==> src/rtl/match_scoreboard.sv <==
// Best-of-N match scoreboard: counts finished games from game_over/who and
// hands out one result record per match. Optional streak tracking: MATCH_STREAK_EN.
module match_scoreboard #(
    parameter int GAMES_PER_MATCH = 5,
    parameter int SCORE_W         = 4
) (
    input  logic                   clk,
    input  logic                   rst,
    input  logic                   start,
    input  logic                   winner,
    input  logic                   loser,
    input  logic                   game_over,
    input  logic [1:0]             who,
    output logic [SCORE_W-1:0]     games_won,
    output logic [SCORE_W-1:0]     games_lost,
    output logic                   busy,
    output logic                   res_valid,
    input  logic                   res_ready,
    output logic [2+2*SCORE_W-1:0] res_data,
    output logic                   illegal_who,
    output logic                   overrun,
    output logic [SCORE_W-1:0]     max_streak
);
    localparam int NEED = (GAMES_PER_MATCH + 1) / 2;
    localparam logic [SCORE_W-1:0] NEED_V    = SCORE_W'(NEED);
    localparam logic [SCORE_W-1:0] SCORE_MAX = '1;

    typedef enum logic [1:0] {IDLE, PLAY, REPORT} state_t;
    state_t state;

    logic game_over_d;
    logic go_rise;
    logic [SCORE_W-1:0] won_inc;
    logic [SCORE_W-1:0] lost_inc;

    assign go_rise  = game_over & ~game_over_d;
    assign won_inc  = (games_won == SCORE_MAX) ? games_won : games_won + SCORE_W'(1);
    assign lost_inc = (games_lost == SCORE_MAX) ? games_lost : games_lost + SCORE_W'(1);

    // Handshake: res_valid is registered and rises only on the deciding game;
    // res_data is frozen until the edge where res_valid and res_ready are both high.
    always_ff @(posedge clk or posedge rst) begin
        if (rst) begin
            state       <= IDLE;
            game_over_d <= 1'b0;
            games_won   <= '0;
            games_lost  <= '0;
            busy        <= 1'b0;
            res_valid   <= 1'b0;
            res_data    <= '0;
            illegal_who <= 1'b0;
            overrun     <= 1'b0;
        end else begin
            game_over_d <= game_over;
            case (state)
                IDLE: begin
                    if (start) begin
                        games_won   <= '0;
                        games_lost  <= '0;
                        illegal_who <= 1'b0;
                        overrun     <= 1'b0;
                        busy        <= 1'b1;
                        state       <= PLAY;
                    end
                end
                PLAY: begin
                    if (go_rise) begin
                        case (who)
                            2'b10: begin
                                games_won <= won_inc;
                                if (won_inc == NEED_V) begin
                                    state     <= REPORT;
                                    res_valid <= 1'b1;
                                    res_data  <= {2'b10, won_inc, games_lost};
                                end
                            end
                            2'b01: begin
                                games_lost <= lost_inc;
                                if (lost_inc == NEED_V) begin
                                    state     <= REPORT;
                                    res_valid <= 1'b1;
                                    res_data  <= {2'b01, games_won, lost_inc};
                                end
                            end
                            default: illegal_who <= 1'b1;
                        endcase
                    end
                end
                REPORT: begin
                    if (go_rise) overrun <= 1'b1;
                    if (res_ready) begin
                        state     <= IDLE;
                        busy      <= 1'b0;
                        res_valid <= 1'b0;
                    end
                end
                default: begin
                    state     <= IDLE;
                    busy      <= 1'b0;
                    res_valid <= 1'b0;
                end
            endcase
        end
    end

`ifdef MATCH_STREAK_EN
    logic winner_d;
    logic loser_d;
    logic [SCORE_W-1:0] streak;
    logic [SCORE_W-1:0] streak_inc;

    assign streak_inc = (streak == SCORE_MAX) ? streak : streak + SCORE_W'(1);

    // A loser edge beats a simultaneous winner edge; the streak survives game ends.
    always_ff @(posedge clk or posedge rst) begin
        if (rst) begin
            winner_d   <= 1'b0;
            loser_d    <= 1'b0;
            streak     <= '0;
            max_streak <= '0;
        end else begin
            winner_d <= winner;
            loser_d  <= loser;
            if (state == IDLE && start) begin
                streak     <= '0;
                max_streak <= '0;
            end else if (loser && !loser_d) begin
                streak <= '0;
            end else if (state == PLAY && winner && !winner_d) begin
                streak <= streak_inc;
                if (streak_inc > max_streak) max_streak <= streak_inc;
            end
        end
    end
`else
    logic unused_streak_inputs;
    assign unused_streak_inputs = winner ^ loser;
    assign max_streak = '0;
`endif

endmodule

==> config.mk <==
export PLATFORM = sky130hd
export DESIGN_NAME = match_scoreboard
export DESIGN_NICKNAME = d
export VERILOG_FILES = /design/src/rtl/match_scoreboard.sv
export SDC_FILE = /design/constraint.sdc
export NUM_CORES = 1
export LEC_CHECK = 0
export CORE_UTILIZATION = 40
export DETAILED_ROUTE_END_ITERATION = 8
export HOLD_SLACK_MARGIN = 0.08
export PLACE_DENSITY = 0.67
export SLEW_MARGIN = 20
export SYNTH_ARGS = -nofsm -noshare
export SYNTH_HDL_FRONTEND = slang
export SYNTH_SLANG_ARGS = --single-unit
==> constraint.sdc <==
create_clock -name clk -period 4 [get_ports clk]
set_clock_uncertainty 0.15 [all_clocks]
set_input_delay 0.8 -clock clk [delete_from_list [all_inputs] [get_ports clk]]
set_output_delay 0.8 -clock clk [all_outputs]
set_load 0.02 [all_outputs]
== After elaboration in Yosys (flattened, before gate mapping) ==
Cells that the tools add are included.
Cells by class
  add/subtract/negate cells: 2
  bitwise operators: 4
  multiplexer cells: 33
  reduce and logical (&&, ||, !) cells: 13
  equal/unequal tests: 20
Operators by type and width (count)
  $mux 4: 7
  $mux 10: 2
  $pmux 10 s2: 1
  $ne 2x2->1 const B: 8
  $pmux 4 s2: 2
  $reduce_and 4->1: 3
  $reduce_and 6->1: 2
  $mux 2: 5
  $mux 1: 9
  $add 4x1->4 const B: 2
  $eq 4x2->1 const B: 2
  $eq 4x4->1 const B: 2
  $ne 3x3->1 const B: 2
  $pmux 1 s2: 3
  $pmux 1 s3: 2
  $pmux 2 s3: 1
  $reduce_and 3->1: 2
  $reduce_bool 2->1: 3
  $reduce_and 5->1: 1
  $eq 2x1->1 const B: 2
  $eq 2x2->1 const B: 2
  $pmux 2 s2: 1
  $ne 3x2->1 const B: 1
  $not 1->1: 3
  4 further kinds: 4
Word-level totals
  input port bits: 9
  logic and storage cells: 81
  register bits: 25

== Logic depth before layout (Yosys ltp) ==
Gate-level depths: netlist of run 1.
  depth after elaboration: 7
  depth in mapped cells: 7
  depth with buffers taken out: 6

== Least setup slack after synthesis of run 1 ==
OpenSTA, ideal clock, no wires.
  path kind: in2reg
  from: in who[1]
  to: reg games_lost[0]
  arrival time: 1.849 ns
  setup slack: 1.876 ns
  cell stages on the path: 7
  buffers on the path: 1
  data required time: 3.725 ns
  cells stage by stage: inv_1 > ha_1 > buf_2 > nand4b_1 > a21oi_2 > o21ai_0 > mux2_2
On the way
  longest elaborated chain between the ends: 3
Ends and longest elaborated chain
  start, declared: RTL line 13  | input logic [1:0] who,
  $eq 2x1->1: RTL line 68  | case (who)
  $ne 2x2->1 (no source line)
  $reduce_and 4->1 (no source line)
  end signal, assigned: RTL line 78  | games_lost <= lost_inc;
  end, declared: RTL line 15  | output logic [SCORE_W-1:0] games_lost,
Every way passes these cells.
A chain may end at the register's enable or synchronous reset.

== Worst setup path in the final report of run 1 ==
  from: reg games_won[2]
  to: out games_won[2]
RTL lines
  start, declared: RTL line 14  | output logic [SCORE_W-1:0] games_won,
  start signal, assigned: RTL line 70  | games_won <= won_inc;
No word-level cell between the ends.

==> results by group, run 1 <==
Outcome
  – Status: finished clean

Worst setup path
  – Setup crit start: games_won[2]
  – Kind of cell adding the most delay to the critical path: buffers and inverters
  – CP max stage cell: clkdlybuf4s50_1
  – Cell chain of the critical path: clkdlybuf4s50_1
  – Crit Path Max Fanout: 8
  – CP max stage delay: about 0.67 ns
  – Crit Path Category: reg2out
  – R2R depth: 5
  – R2R Path Start: games_won[0]
  – Worst endpoint required time: approximately 3 ns
  – CP bufs+invs: 1
  – Crit path capture type: output pin
  – CP arrival: around 1.5 ns
  – Startpoint Class: register
  – Cell count along the critical path: 1

Timing
  – FMAX: about 0.4 GHz
  – Tightest Pin Transition: between 0.9 and 1 ns
  – Final period util: 0.622
  – Setup TNS: 0 ns
  – RSZ-0062 raised after global routing: false
  – Slew headroom: 0.368
  – Pins Over Slew Limit: 0
  – Final Hold Viols: 0
  – Final setup fails: 0
  – Final setup margin: around 1.5 ns
  – Tmin final: 2.49 ns

Job
  – Max Cap Viol: 0

Finish
  – Fillcell total: ~310
  – Layout cells sized above 1: 0.0988
  – # diodes: 0
  – Util after Layout: 0.534
  – Final #Nets: between 150 and 200
  – Footprint of the multi-input gates: ~640 um2
  – Area grow syn2layout: 21.9%
  – Reg area: 626 um2
  – Final instance area: 1680 um2

Synthesis
  – Post-synth cell types: between 40 and 50
  – Mapped cell area: 1380 um2
  – Xor/xnor share of the synthesized area: 0.0181
  – Post-Syn Instances: around 140
  – Avg Inst Size Synth: 10.1 um2
  – Yosys reg bits: 25
  – Post-Synth Adder-Cell Area: 0.0362
  – Multiplexer share of the synthesized area: 0.00815
  – Register area share after synthesis: 0.453
  – Synthesis Warnings: 0
  – Compound-Gate Fraction of Synth Area: 0.242
  – Post-Synth Simple-Gate Area: 0.151
  – Largest family of logic cells by synthesized area: compound AO/OA/AOI/OAI gates

Worst hold path
  – Worst min path class: reg2reg
  – Hold Crit Depth: 1
  – Hold Startpoint: res_data[9]

Global routing
  – Global routing's busiest layer: met2
  – Met2 usage: 0.320
  – Initial antenna violation count: 0
  – Vias in the first global route: around 1,100
  – Global route total overflow: 0
  – Total track usage: 0.181
  – Grt met1 use: 0.235
  – Pin count of the biggest net entering global routing: 26
  – Met3 usage: 0.0256
  – Global-route wire length before repair: ~5.0 mm

CTS
  – Post-CTS Hold Buffers: 0
  – TritonCTS Buffers: 3
  – CTS tree: done
  – # clock sinks: 25
  – CTS root buffer: clkbuf_4
  – CTS resizes: 0
  – CTS H-tree lvls: 1
  – Postcts setup bufs: 0
  – Clk_lat worst skew: 0.32 ns
  – Longest Clk Path Bufs: 2
  – Worst-path clk slew: between 0.1 and 0.15 ns

Route
  – DR pass1 iterations: 4
  – Routed WL per cell: around 14 um
  – Initial detailed-routing violation count: 51
  – Final WL: roughly 3 mm
  – Post-route ant nets: 0
  – Number of remaining DRC errors: 0
  – Via density: ~5.4
  – DR vias: 1,106

Floorplan
  – DIE AREA: around 3700 um2
  – DIE WIDTH: 60.8 um
  – Starting Density: 0.438
  – # IOs: 35
  – Core Box Area: around 3200 um2
  – Die Span Y: 60.8 um
  – Num rows: 20

Placed design
  – PortBufs: 28
  – Pre-CTS WS: 1.18 ns
  – Gpl congestion: a little over 0.7
  – Dpl hpwl: roughly 2.1 mm
  – Area after DPL: roughly 1700 um2

Pwr
  – Tot Pwr: 0.00110 W
  – VDD IR-drop max: 0.000295 V
  – Pwr/cell area: approximately 650 nW/um2
  – LEAKAGE: 0.745 nW
-- path summary, 6_finish.rpt --
path                                     end  slack [ns]
worst max-delay path            games_won[2]        1.51
worst min-delay path             res_data[9]        0.34
worst max register to register   res_data[6]        1.76
worst min register to register   res_data[9]        0.34
max in group asynchronous        res_data[0]        2.30
min in group asynchronous               busy        0.82
-- cells in the final DEF (no fill, tap or decap), types with 2 or more instances in the layout --
cell              n
o221ai_1          2
nand3_1           6
inv_1            14
and3_1            2
a22o_2            2
a221o_1           2
a31oi_1           3
nand4b_1          2
a22o_1            3
nand2b_1          2
dfrtp_1          25
nor2b_1           2
a21oi_1          10
a41oi_1           2
ha_1              4
nand4_1           2
nand2_1           8
clkbuf_4          3
nor2_1            2
conb_1            4
clkdlybuf4s50_1  28
o21ai_0           9
-- flip-flops by register name, summed over array words and instances (netlist names) --
register	cells
busy	1
game_over_d	1
games_lost	4
games_won	4
illegal_who	1
overrun	1
res_data	10
res_valid	1
state	2
-- report_power, final --
group          internal, W  total, W  switching [W]
clock network    0.0000391  0.000114      0.0000746
logic             0.000268  0.000537       0.000269
registers         0.000331  0.000446       0.000115
total             0.000638   0.00110       0.000459
-- metal layers --
metal / vias up / routed length, um
li1: 539 / -
met1: 537 / 1360
met2: 26 / 1410
met3: 4 / 110
met4: 0 / 34
met5: - / 0
-- layout make-up --
type                    count  area share
well taps                  44      0.0327
clock buffers               4      0.0156
multi-input cells          91       0.383
inverters                  14      0.0312
flip-flops and latches     25       0.371
repair buffers             28       0.166
-- cells in the mapped netlist, drive strengths merged --
| library cell | count | area [um2] |
|---|---|---|
| a211o | 2 | 18.8 |
| a211oi | 1 | 7.51 |
| a21o | 2 | 16.3 |
| a21oi | 11 | 58.8 |
| a221o | 2 | 20.0 |
| a22o | 5 | 46.3 |
| a2bb2oi | 1 | 8.76 |
| a31o | 1 | 8.76 |
| a31oi | 3 | 18.8 |
| a32o | 1 | 10.0 |
| a41o | 1 | 10.0 |
| a41oi | 2 | 17.5 |
| and2 | 1 | 6.26 |
| and3 | 2 | 12.5 |
| and4 | 2 | 18.8 |
| and4bb | 1 | 12.5 |
| buf | 9 | 66.3 |
| clkbuf | 1 | 3.75 |
| conb | 1 | 3.75 |
| dfrtp | 25 | 626 |
| ha | 4 | 50.1 |
| inv | 14 | 52.6 |
| mux2 | 1 | 11.3 |
| nand2 | 8 | 30.0 |
| nand2b | 2 | 12.5 |
| nand3 | 6 | 30.0 |
| nand4 | 2 | 12.5 |
| nand4b | 2 | 17.5 |
| nand4bb | 1 | 11.3 |
| nor2 | 3 | 13.8 |
| nor2b | 2 | 12.5 |
| o21a | 1 | 7.51 |
| o21ai | 10 | 61.3 |
| o221ai | 2 | 17.5 |
| o22ai | 1 | 6.26 |
| or2b | 1 | 7.51 |
| or3b | 1 | 11.3 |
| xnor2 | 1 | 8.76 |
| xor2 | 1 | 16.3 |
-- metrics by stage --
stage,hold slack (ns),std cells
after floorplan,0.406,140
after global placement,0.314,202
after detailed placement,0.327,202
after CTS,0.358,206
after global routing,0.387,206
final,0.344,206
-- cells by family after synthesis --
| kind of cell | after synthesis |
|---|---|
| AOI/OAI and AO/OA | 46 |
| xor gates and xnor gates | 2 |
| adders and majority gates | 4 |
| buffers and inverters | 24 |
| DFF | 25 |
| muxes | 1 |
| other | 1 |
| and+or+nand+nor | 34 |
No activity file was read; power rests on OpenSTA's default activity.
==> run 2, diff against run 1 <==
- clock period: 4 -> 2.3 ns (I/O delays scaled with it)
==> run 2 against run 1 <==
Effect of this change: register-to-register slack lost 1.5 ns; clock power grew 69%; die area is the same; via count grew 3.3%; combinational power grew 88%; core utilization grew 2.4 points; critical path type unchanged; wire length grew 0.38%; critical path depth is the same; global-route usage shrank 0.65 points; non-clock buffer count grew 10; power grew 78%; sequential power grew 67%.
==> results by group, run 2 (synthesis results as in run 1) <==
Outcome
  – Status: finished clean

Timing
  – Final setup fails: 0
  – FMAX: approximately 0.47 GHz
  – Final period util: 0.920
  – Tmin final: between 2 and 2.5 ns
  – Final Hold Slack: around 0.33 ns
  – Setup TNS: 0 ns
  – Final Hold Viols: 0
  – Pins Over Slew Limit: 0
  – RSZ-0062 raised after global routing: false

Worst setup path
  – CP max stage delay: between 0.6 and 0.7 ns
  – Startpoint Class: register
  – Worst endpoint required time: between 1.5 and 2 ns
  – Cell chain of the critical path: clkdlybuf4s50_1
  – Kind of cell adding the most delay to the critical path: buffers and inverters
  – CP bufs+invs: 1
  – CP arrival: approximately 1.5 ns
  – Crit path capture type: output pin
  – CP max stage cell: clkdlybuf4s50_1
  – Crit Path Max Fanout: 8
  – Crit Path Category: reg2out

Floorplan
  – Num rows: 20
  – Starting Density: 0.438
  – # IOs: 35
  – DIE WIDTH: 60.8 um
  – Die Span Y: ~60 um
  – Core Box Area: between 3000 and 4000 um2
  – DIE AREA: approximately 3700 um2

Route
  – Via density: about 5.3
  – Routed WL per cell: 13.6 um
  – Post-route ant nets: 0
  – Final WL: 2.93 mm
  – DR pass1 iterations: 4
  – DR vias: ~1,100
  – Number of remaining DRC errors: 0
  – Initial detailed-routing violation count: 35

CTS
  – TritonCTS Buffers: 3
  – Worst-path clk slew: 0.13 ns
  – Longest Clk Path Bufs: 2
  – CTS resizes: 0
  – CTS H-tree lvls: 1
  – CTS root buffer: clkbuf_4
  – Postcts setup bufs: 0
  – CTS tree: done
  – Post-CTS Hold Buffers: 0
  – # clock sinks: 25
  – Clk_lat worst skew: ~0.31 ns

Global routing
  – Global-route wire length before repair: approximately 4.9 mm
  – Vias in the first global route: 1,106
  – Initial antenna violation count: 0
  – Global route total overflow: 0
  – Pin count of the biggest net entering global routing: 26
  – Total track usage: 0.174

Finish
  – Layout cells sized above 1: 0.151
  – Max reg flops: 10
  – Largest regs: res_data x10, games_lost x4, games_won x4
  – # diodes: 0
  – Commonest non-fill, non-tap cell in the layout: clkdlybuf4s50_1
  – Most frequent cells in the layout: 28 x clkdlybuf4s50_1, 25 x dfrtp_1, 14 x inv_1
  – Final #Nets: between 150 and 200
  – Final cell count without fillers: 216
  – Register name with the most flops: res_data
  – Area grow syn2layout: 27.4%

Worst hold path
  – Worst min path class: in2async

Placed design
  – Dpl hpwl: 2.19 mm
  – Gpl congestion: between 0.7 and 0.8
  – PortBufs: 28
  – Placed insts: between 200 and 250

Job
  – Max Cap Viol: 0

Pwr
  – VDD IR-drop max: 0.000528 V
  – Pwr/cell area: around 1100 nW/um2
  – LEAKAGE: 0.793 nW
==> run 2: through the flow <==
stage          setup slack, ns  total power, W  area, um2  utilization
2_1_floorplan            0.196         0.00136       1390            -
3_3_place_gp            0.0432         0.00174       1730        0.550
3_5_place_dp           0.00541         0.00178       1730        0.550
4_1_cts                  0.162         0.00198       1760        0.558
5_1_grt                  0.114         0.00210       1760        0.558
6_report                 0.184         0.00195       1760        0.558
==> run 2: path summary, 6_finish.rpt <==
| check | startpoint | endpoint | slack [ns] | cells after the start |
|---|---|---|---|---|
| worst max-delay path | games_won[2] | games_won[2] | 0.18 | 1 |
| worst min-delay path | rst | res_valid | 0.33 | 3 |
| worst max register to register | games_won[0] | res_data[6] | 0.26 | 5 |
| worst min register to register | res_data[8] | res_data[8] | 0.36 | 1 |
| max in group asynchronous | rst | res_data[5] | 1.43 | 3 |
| min in group clk | res_data[8] | res_data[8] | 0.36 | 1 |
==> run 2: report_power, final <==
group	leakage, nW	internal (W)	switching, W
clock	0.0150	0.0000676	0.000125
combinational	0.475	0.000508	0.000506
sequential	0.304	0.000575	0.000171
==> run 2: metal layers <==
| metal | up-vias | GRT usage | part of all wire |
|---|---|---|---|
| met1 | 549 | 0.239 | 0.47 |
| li1 | 563 | - | - |
| met4 | 0 | 0.0422 | 0.0048 |
| met5 | - | 0 | 0 |
| met3 | 2 | 0.0277 | 0.033 |
| met2 | 29 | 0.289 | 0.49 |
==> run 2: cell type report <==
type | instances | area, um2
clock buffers | 4 | 26.3
fillers | 297 | 1390
inverters | 14 | 52.6
multi-input cells | 91 | 644
flip-flops and latches | 25 | 626
well taps | 44 | 55.1
repair buffers | 38 | 355
==> run 3, diff against run 2 <==
- ABC_AREA: default -> 1
- CTS_CLUSTER_DIAMETER: default -> 200
==> run 3 against run 2 <==
Effect of this change: power fell by 0.22%; largest cell class unchanged; critical path type unchanged; wire length fell by 3.9%; highest routed layer unchanged; clock power grew 6%.
==> results by group, run 3 <==
Floorplan
  – Die Span Y: ~62 um
  – DIE WIDTH: about 62 um
  – Num rows: 21
  – DIE AREA: between 3000 and 4000 um2
  – Starting Density: 0.422
  – Core Box Area: between 3000 and 4000 um2
  – # IOs: 35

Worst setup path
  – Kind of cell adding the most delay to the critical path: buffers and inverters
  – Crit path capture type: output pin
  – Worst endpoint required time: 1.69 ns
  – Startpoint Class: register
  – Reg2reg setup slack: about 0.35 ns
  – CP bufs+invs: 1
  – CP endpoint: games_won[2]
  – Cell chain of the critical path: clkdlybuf4s50_1
  – R2R Path Start: state[1]
  – Setup crit start: games_won[2]
  – CP max stage delay: approximately 0.66 ns
  – CP max stage cell: clkdlybuf4s50_1
  – CP arrival: between 1 and 1.5 ns
  – R2R depth: 6
  – Cell count along the critical path: 1
  – Crit Path Max Fanout: 7
  – Reg-to-reg endpoint: games_lost[0]
  – Crit Path Category: reg2out

Timing
  – Pins Over Slew Limit: 0
  – Final setup fails: 0
  – Final Hold Viols: 0
  – FMAX: 0.475 GHz
  – Final Hold Slack: 0.312 ns
  – RSZ-0062 raised after global routing: false
  – Setup TNS: 0 ns
  – Final setup margin: approximately 0.2 ns
  – Final period util: 0.914
  – Tmin final: 2.10 ns

Synthesis
  – Top cell type's share of synthesized area: 0.441
  – Post-synth cell types: 30
  – Yosys reg bits: 25
  – Register area share after synthesis: 0.441
  – Commonest cells post-synth: 42 x nand2_1, 25 x dfrtp_1, 20 x inv_1
  – Top cells by area, synth: dfrtp_1 44%, nand2_1 11%, inv_1 5.3%
  – Post-synth EDFFs: 0
  – Ys flop type: dfrtp_1
  – Cell taking the most area after synthesis: dfrtp_1
  – Post-Syn Instances: 170
  – Synthesis Warnings: 0
  – Mapped cell area: roughly 1400 um2
  – Avg Inst Size Synth: 8.35 um2
  – Async SR Flop Fraction: 1.00
  – Top-count cell post-synth: nand2_1

CTS
  – CTS resizes: 0
  – CTS root buffer: clkbuf_4
  – Post-CTS Hold Buffers: 0
  – CTS tree: done
  – Worst-path clk slew: about 0.14 ns
  – # clock sinks: 25
  – TritonCTS Buffers: 3
  – Postcts setup bufs: 0
  – Clk_lat worst skew: between 0.3 and 0.4 ns
  – Longest Clk Path Bufs: 2
  – CTS H-tree lvls: 1

Finish
  – Area grow syn2layout: 25.8%
  – Most frequent cells in the layout: 42 x nand2_1, 28 x clkdlybuf4s50_1, 25 x dfrtp_1
  – Final cell count without fillers: 250
  – Reg area: roughly 630 um2
  – Fillcell total: between 300 and 400
  – # diodes: 0
  – Max reg flops: 10
  – Commonest non-fill, non-tap cell in the layout: nand2_1
  – Largest regs: res_data x10, games_lost x4, games_won x4
  – Layout cells sized above 1: 0.108
  – Final #Nets: roughly 220
  – Footprint of the multi-input gates: 661 um2
  – Register name with the most flops: res_data
  – Final instance area: 1790 um2

Route
  – DR pass1 iterations: 4
  – Initial detailed-routing violation count: 76
  – Via density: roughly 5
  – DR vias: between 1,000 and 1,500
  – Post-route ant nets: 0
  – Routed WL per cell: ~11 um
  – Number of remaining DRC errors: 0
  – Final WL: approximately 2.8 mm

Placed design
  – Area after DPL: approximately 1800 um2
  – PortBufs: 28
  – Placed insts: approximately 250
  – Dpl hpwl: approximately 2.2 mm
  – Pre-CTS WS: 0.0611 ns
  – Gpl congestion: about 0.81

Worst hold path
  – Worst min path class: in2async

Global routing
  – Global route total overflow: 0
  – Initial antenna violation count: 0
  – Pin count of the biggest net entering global routing: 26
  – Vias in the first global route: 1,073
  – Global-route wire length before repair: ~4.7 mm
  – Total track usage: 0.165

Pwr
  – Pwr/cell area: 1090 nW/um2
  – VDD IR-drop max: roughly 0.00067 V
  – LEAKAGE: approximately 0.84 nW

Outcome
  – Status: finished clean

Job
  – Max Cap Viol: 0
## run 3: changes by cell type in the layout (fill, tap and decap cells not counted), moves of 3 or more
cell     delta
a21oi_1     -6
a22o_1      -3
a31oi_1     -3
buf_4       -4
inv_1       +6
nand2_1    +34
nand3_1     +7
nand4_1     +4
nor2_1      +6
o21ai_1     +4
o22ai_1     +6
## run 3: kinds of logic (layout without fill, tap and decap cells)
| group | after synthesis | in the layout | synth area share |
|---|---|---|---|
| adders and majority gates | 4 | 4 | 0.0353 |
| DFF | 25 | 25 | 0.441 |
| AOI/OAI and AO/OA | 28 | 28 | 0.110 |
| buffers and inverters | 28 | 59 | 0.101 |
| and+or+nand+nor | 82 | 82 | 0.297 |
| other | 1 | 4 | 0.00264 |
| xor gates and xnor gates | 2 | 2 | 0.0123 |
## run 3: stage by stage
step,utilization,total power (W)
finish,0.531,0.00195
global route,0.531,0.00210
CTS,0.531,0.00196
detailed placement,0.522,0.00175
global placement,0.522,0.00173
floorplan,-,0.00140
## run 3: metal layers
layer  wire length [um]  GRT usage  part of all wire
met2               1210      0.247              0.43
met1               1430      0.233              0.51
met3                144     0.0441             0.051
met5                  0          0                 0
met4                 31     0.0540             0.011
## run 3: how the worst min path moves through the flow
stage | from | endpoint | slack (ns)
after floorplan | rst | busy | 0.34
after global placement | res_data[8] | res_data[8] | 0.30
after detailed placement | res_data[8] | res_data[8] | 0.31
after CTS | rst | res_data[6] | 0.32
after global routing | rst | res_data[6] | 0.34
final | rst | res_data[6] | 0.31
## run 3: where the power goes
group          internal (W)  leakage [nW]  switching [W]  total (W)
clock             0.0000666        0.0139       0.000137   0.000204
combinational      0.000432         0.498       0.000592    0.00102
sequential         0.000573         0.328       0.000147   0.000721
## run 3: worst register-to-register path: stages, from the launching register on
cell and delay, ns:
dfrtp_1 0.64, nor3_1 0.18, a21oi_1 0.24, o21ai_0 0.18, nor2_2 0.22, nand2_1 0.14
o22ai_1 0.14
## run 3: cell type report
type	instances	area share
Clock buffer	3	0.0126
Clock inverter	1	0.00420
Inverter	21	0.0484
Multi-Input combinational cell	120	0.370
Sequential cell	25	0.350
Tap cell	46	0.0322
Timing Repair Buffer	34	0.182
